--- src/rtl/ring_pkg.sv ---
// ring_pkg: shared definitions for the position-ring scheduler and its nodes.
//   - ring_state_e : scheduler state encoding
//   - DISP_*       : ring command codes broadcast on `dispatch`
//   - NULL_PARTICLE: empty-slot particle encoding (bit 96 set), used by the nodes
package ring_pkg;

    typedef enum logic [2:0] {
        ST_IDLE  = 3'd0,
        ST_CLEAR = 3'd1,
        ST_LOAD  = 3'd2,
        ST_RUN   = 3'd3,
        ST_DRAIN = 3'd4,
        ST_DONE  = 3'd5,
        ST_FAULT = 3'd6
    } ring_state_e;

    localparam logic [1:0] DISP_IDLE  = 2'b00;
    localparam logic [1:0] DISP_LOAD  = 2'b01;
    localparam logic [1:0] DISP_RUN   = 2'b10;
    localparam logic [1:0] DISP_CLEAR = 2'b11;

    localparam int          PARTICLE_W    = 97;
    localparam int          NULL_BIT      = 96;
    localparam logic [96:0] NULL_PARTICLE = {1'b1, 96'd0};

    // Ring command for a given scheduler state; unknown encodings command a clear.
    function automatic logic [1:0] dispatch_of(input ring_state_e st);
        logic [1:0] code;
        case (st)
            ST_IDLE:  code = DISP_IDLE;
            ST_DONE:  code = DISP_IDLE;
            ST_CLEAR: code = DISP_CLEAR;
            ST_FAULT: code = DISP_CLEAR;
            ST_LOAD:  code = DISP_LOAD;
            ST_RUN:   code = DISP_RUN;
            ST_DRAIN: code = DISP_RUN;
            default:  code = DISP_CLEAR;
        endcase
        return code;
    endfunction

    // True when a particle word is the empty-slot marker.
    function automatic logic is_null_particle(input logic [96:0] p);
        return p[NULL_BIT];
    endfunction

endpackage

--- src/rtl/position_ring_scheduler.sv ---
// position_ring_scheduler: sequences a ring of position-ring nodes through
// clear, batch load, circulation and drain, repeating batches until every node
// reports its cell exhausted, then flips the double buffer and pulses step_done.
// A watchdog drops the ring into a cleared FAULT state if a batch hangs.
//
// Ports:
//   clk             in  1     rising-edge clock
//   reset           in  1     asynchronous active-low reset
//   start           in  1     timestep request (ignored while busy)
//   node_done_batch in  NODES per-node batch-complete flags
//   node_done_all   in  NODES per-node cell-exhausted flags
//   node_in_flight  in  NODES per-node traffic-in-ring flags
//   dispatch        out 2     ring command (11 clear, 01 load, 10 run, 00 idle)
//   double_buffer   out 1     bank select for all nodes
//   busy            out 1     high from CLEAR through DONE
//   step_done       out 1     one-cycle timestep-complete pulse
//   batch_count     out CNTW  batches loaded this step (saturating)
//   timeout         out 1     sticky watchdog fault flag
module position_ring_scheduler
    import ring_pkg::*;
#(
    parameter int NODES        = 8,
    parameter int DRAIN_CYCLES = NODES,
    parameter int TIMEOUT      = 4096,
    parameter int CNTW         = 16
) (
    input  logic             clk,
    input  logic             reset,
    input  logic             start,
    input  logic [NODES-1:0] node_done_batch,
    input  logic [NODES-1:0] node_done_all,
    input  logic [NODES-1:0] node_in_flight,
    output logic [1:0]       dispatch,
    output logic             double_buffer,
    output logic             busy,
    output logic             step_done,
    output logic [CNTW-1:0]  batch_count,
    output logic             timeout
);

    localparam int QW  = $clog2(DRAIN_CYCLES + 1);
    localparam int WDW = $clog2(TIMEOUT + 1);

    localparam logic [QW-1:0]   QUIET_LAST = QW'(DRAIN_CYCLES - 1);
    localparam logic [WDW-1:0]  WD_LAST    = WDW'(TIMEOUT - 1);
    localparam logic [CNTW-1:0] CNT_MAX    = {CNTW{1'b1}};

    ring_state_e     state_r, state_s;
    logic [QW-1:0]   quiet_r, quiet_s;
    logic [WDW-1:0]  wd_r, wd_s;
    logic [CNTW-1:0] batch_count_r, batch_count_s;
    logic            timeout_r, timeout_s;
    logic            dbuf_r, dbuf_s;

    // Next-state, counter and flag logic for the ring sequencer.
    always_comb begin
        state_s       = state_r;
        quiet_s       = quiet_r;
        wd_s          = wd_r;
        batch_count_s = batch_count_r;
        timeout_s     = timeout_r;
        dbuf_s        = dbuf_r;

        case (state_r)
            ST_IDLE, ST_FAULT: begin
                if (start) begin
                    state_s       = ST_CLEAR;
                    batch_count_s = {CNTW{1'b0}};
                    timeout_s     = 1'b0;
                end else begin
                    state_s = state_r;
                end
            end

            ST_CLEAR: begin
                state_s = ST_LOAD;
            end

            ST_LOAD: begin
                state_s = ST_RUN;
                wd_s    = {WDW{1'b0}};
                if (batch_count_r != CNT_MAX) begin
                    batch_count_s = batch_count_r + CNTW'(1);
                end else begin
                    batch_count_s = batch_count_r;
                end
            end

            ST_RUN: begin
                // Watchdog expiry wins over every other transition.
                if (wd_r == WD_LAST) begin
                    state_s   = ST_FAULT;
                    timeout_s = 1'b1;
                end else begin
                    wd_s = wd_r + WDW'(1);
                    if (&node_done_batch) begin
                        state_s = ST_DRAIN;
                        quiet_s = {QW{1'b0}};
                    end else begin
                        state_s = ST_RUN;
                    end
                end
            end

            ST_DRAIN: begin
                if (wd_r == WD_LAST) begin
                    state_s   = ST_FAULT;
                    timeout_s = 1'b1;
                end else begin
                    wd_s = wd_r + WDW'(1);
                    // Any traffic restarts the quiet window; done_all is only
                    // trusted once the ring has been quiet for the full window.
                    if (|node_in_flight) begin
                        quiet_s = {QW{1'b0}};
                    end else if (quiet_r == QUIET_LAST) begin
                        if (&node_done_all) begin
                            state_s = ST_DONE;
                        end else begin
                            state_s = ST_LOAD;
                        end
                    end else begin
                        quiet_s = quiet_r + QW'(1);
                    end
                end
            end

            ST_DONE: begin
                state_s = ST_IDLE;
                dbuf_s  = ~dbuf_r;
            end

            default: begin
                state_s   = ST_FAULT;
                timeout_s = 1'b1;
            end
        endcase
    end

    // State and counter registers with asynchronous active-low reset.
    always_ff @(posedge clk or negedge reset) begin
        if (!reset) begin
            state_r       <= ST_IDLE;
            quiet_r       <= {QW{1'b0}};
            wd_r          <= {WDW{1'b0}};
            batch_count_r <= {CNTW{1'b0}};
            timeout_r     <= 1'b0;
            dbuf_r        <= 1'b0;
        end else begin
            state_r       <= state_s;
            quiet_r       <= quiet_s;
            wd_r          <= wd_s;
            batch_count_r <= batch_count_s;
            timeout_r     <= timeout_s;
            dbuf_r        <= dbuf_s;
        end
    end

    // Outputs are decodes of registered state or direct register copies.
    always_comb begin
        dispatch      = dispatch_of(state_r);
        busy          = (state_r == ST_CLEAR) || (state_r == ST_LOAD) ||
                        (state_r == ST_RUN)   || (state_r == ST_DRAIN) ||
                        (state_r == ST_DONE);
        step_done     = (state_r == ST_DONE);
        batch_count   = batch_count_r;
        timeout       = timeout_r;
        double_buffer = dbuf_r;
    end

endmodule

--- config.mk ---
export PLATFORM = sky130hd
export DESIGN_NAME = position_ring_scheduler
export DESIGN_NICKNAME = d
export VERILOG_FILES = /design/src/rtl/ring_pkg.sv /design/src/rtl/position_ring_scheduler.sv
export SDC_FILE = /design/constraint.sdc
export NUM_CORES = 1
export LEC_CHECK = 0
export CAP_MARGIN = 0
export CORE_MARGIN = 5
export CORE_UTILIZATION = 51
export CTS_CLUSTER_DIAMETER = 60
export CTS_CLUSTER_SIZE = 12
export DETAILED_ROUTE_END_ITERATION = 8
export MAX_ROUTING_LAYER = met4
export PLACE_DENSITY = 0.79
export SLEW_MARGIN = 5
export SYNTH_ARGS = -nofsm -noshare
export SYNTH_HDL_FRONTEND = slang
export SYNTH_SLANG_ARGS = --single-unit
--- constraint.sdc ---
create_clock -name clk -period 2.5 [get_ports clk]
set_input_delay 0.625 -clock clk [delete_from_list [all_inputs] [get_ports clk]]
set_output_delay 0.625 -clock clk [all_outputs]
set_load 0.01 [all_outputs]
==> impl_metrics.yaml <==
die:
  rows: 24
  coreArea_um2: 4440
  start_util_pct: 53.3
  die_h_um: 78.2
  ios: 49
  die_area_um2: 6110
  die_w_um: 78.2
sta:
  setup_viol: 0
  skew_ns: 0.00498
  min_period_ns: 2.34
  fmax_mhz: 428
  slew_headroom_pct: 65.9
  drv_slew: 0
  final_hold_viol_count: 0
  worst_pin_slew_ns: 0.507
  finalCritPeriodShare_pct: 93.6
  rsz0062_at_grt: "no"
  hold_ws_ns: 0.383
  setup_ws_ns: 0.161
hold_path:
  hold_class: "in2async"
clock_network:
  clk_latency_ns: 0.28
  root_buffer: "clkbuf_8"
  cts_setup_buffers: 0
  clock_path_buffers: 2
  cts.clk_slew.worst_paths_ns: 0.07
  htree_levels: 2
  cts_resized: 0
  clock_sinks: 38
  cts-buffers-inserted: 5
  ctsHoldBuffers: 0
  cts_tree: "done"
route:
  wl_met2_mm: 2.70
  vias: 2133
  routedLengthMet1_mm: 2.32
  dr.max_layer_used: "met4"
  drc: 0
  viasPerCell: 5.80
  drtIter0Drc: 75
  drtAntennaViolNets: 0
  wl_mm: 5.31
  wl_met3_um: 216
  drt_pass1_iterations: 4
  wire_per_inst_um: 14.4
synthesis:
  avgSynthCellArea_um2: 9.04
  synth-edff-count: 0
  syn_area_um2: 2370
  synth_warnings: 0
  yosysSeqAreaShare_pct: 40.1
  synth.distinct_cells: 55
  syn_nets: 292
  synth_common_cells: "dfrtp_1 (38), nor2_1 (36), nand2_1 (23)"
  synth_top_area_cell: "dfrtp_1"
  synth_flop_cell: "dfrtp_1"
  synthCells: 262
  ys_top_cells_by_area: "dfrtp_1 (40%), nor2_1 (5.7%), xor2_1 (4.4%)"
  async_reset_ff_share_pct: 100
  ys_seq_elements: 38
  yosysMostFrequentCell: "dfrtp_1"
  synth_top_area_share_pct: 40.1
finish:
  layout-drive-gt1-share_pct: 11.1
  multi_input_area_um2: 1320
  area_delta_synth_final_pct: 26.7
  num_antenna_cells: 0
  num-fill-cells: 366
  regArea_um2: 951
  final_nets: 346
worst_setup_path:
  crit_type: "reg2out"
  cp-end-kind: "output pin"
  cp.arrival_ns: 1.71
  required_ns: 1.88
  start_kind: "flip-flop"
  worstPathMaxFanout: 13
global_route:
  grt_start_max_net_pins: 39
  grt_use_total_pct: 18.9
  grt_pass1_wl_mm: 9.24
  antenna_found_initial: 0
  grt-ovfl-total: 0
  grt_pass1_vias: 2066
run:
  maxCapViolations: 0
pwr:
  p_per_area_nw_per_um2: 644
  leakagePower_nw: 1.27
  irDropWorstVdd_mv: 0.423
placed_design:
  gp_congestion: 0.922
  place_ws_ns: -0.0361
  port_buffers: 48
  dpl.hpwl_mm: 4.07
status:
  run_status: "complete, no violations"
## sequential cells by signal, indices dropped and copies added, names as in the netlist
register / count
batch_count: 16
double_buffer: 1
quiet_r: 4
state_r: 3
timeout: 1
wd_r: 13
## through the flow
| step | power (mW) | instances | cell area (um2) | setup TNS (ns) | util [%] |
|---|---|---|---|---|---|
| CTS | 1.96 | 368 | 3000 | 0 | 67.6 |
| detailed placement | 1.56 | 361 | 2920 | -0.0507 | 65.8 |
| finish | 1.94 | 368 | 3000 | 0 | 67.6 |
| global route | 2.08 | 368 | 3000 | 0 | 67.6 |
| floorplan | 1.27 | 262 | 2370 | 0 | - |
| global placement | 1.54 | 361 | 2920 | 0 | 65.8 |
## worst max-delay path, cell delays in order (launching register included)
cell and delay [ns]:
dfrtp_1 0.57, nand2_1 0.09, nor2_1 0.19, clkdlybuf4s50_1 0.58
## cell usage in the layout, fill, tap and decap left out, types with 3 or more instances in the layout
cell	n
dfrtp_1	38
nand4_1	13
xor2_1	12
inv_1	5
a21oi_1	7
and3_1	3
and2_1	4
o31ai_1	5
o21ai_0	20
nor2_1	36
o21a_1	3
nor3_1	7
nand2_1	23
clkdlybuf4s50_1	47
nand3_1	14
buf_4	12
o211ai_1	4
clkbuf_8	5
ha_1	3
nor4_1	5
xnor2_1	6
## per-layer routing
metal	up-vias	global-route usage, %
met5	-	-
met4	0	5.24
met3	7	3.78
met2	53	33.2
met1	1006	22.1
li1	1067	-
## layout make-up
cell class	count	area share, %
multi-input combinational	206	44.1
sequential	38	31.7
timing repair buffer	60	18.8
clock buffer	5	2.29
tap	52	2.17
inverter	5	0.625
clock inverter	2	0.333
## cells by family (layout without fill, tap and decap cells)
group	Yosys count	count (layout)	share of synthesized area [%]
xor gates and xnor gates	18	18	6.65
muxes	1	1	0.422
and+or+nand+nor	125	125	29.7
DFF	38	38	40.1
buffers and inverters	18	72	4.01
AOI/OAI and AO/OA	59	59	17.5
adders and majority gates	3	3	1.58
## path summary, 6_finish.rpt
check	startpoint	end	slack, ns	cells past startpoint
worst max-delay path	state_r[2]	step_done	0.16	3
worst min-delay path	reset	double_buffer	0.38	2
worst max register to register	batch_count[0]	batch_count[13]	0.45	7
worst min register to register	double_buffer	double_buffer	0.48	1
max in group asynchronous	reset	timeout	1.78	2
min in group clk	double_buffer	double_buffer	0.48	1
## power by group
part	switching [mW]	internal (mW)	total, mW	leakage, nW
registers	0.159	0.718	0.876	0.505
clock network	0.206	0.187	0.393	0.0438
logic	0.341	0.326	0.666	0.718
total	0.705	1.23	1.94	1.27
(Power assumes the default switching activity.)
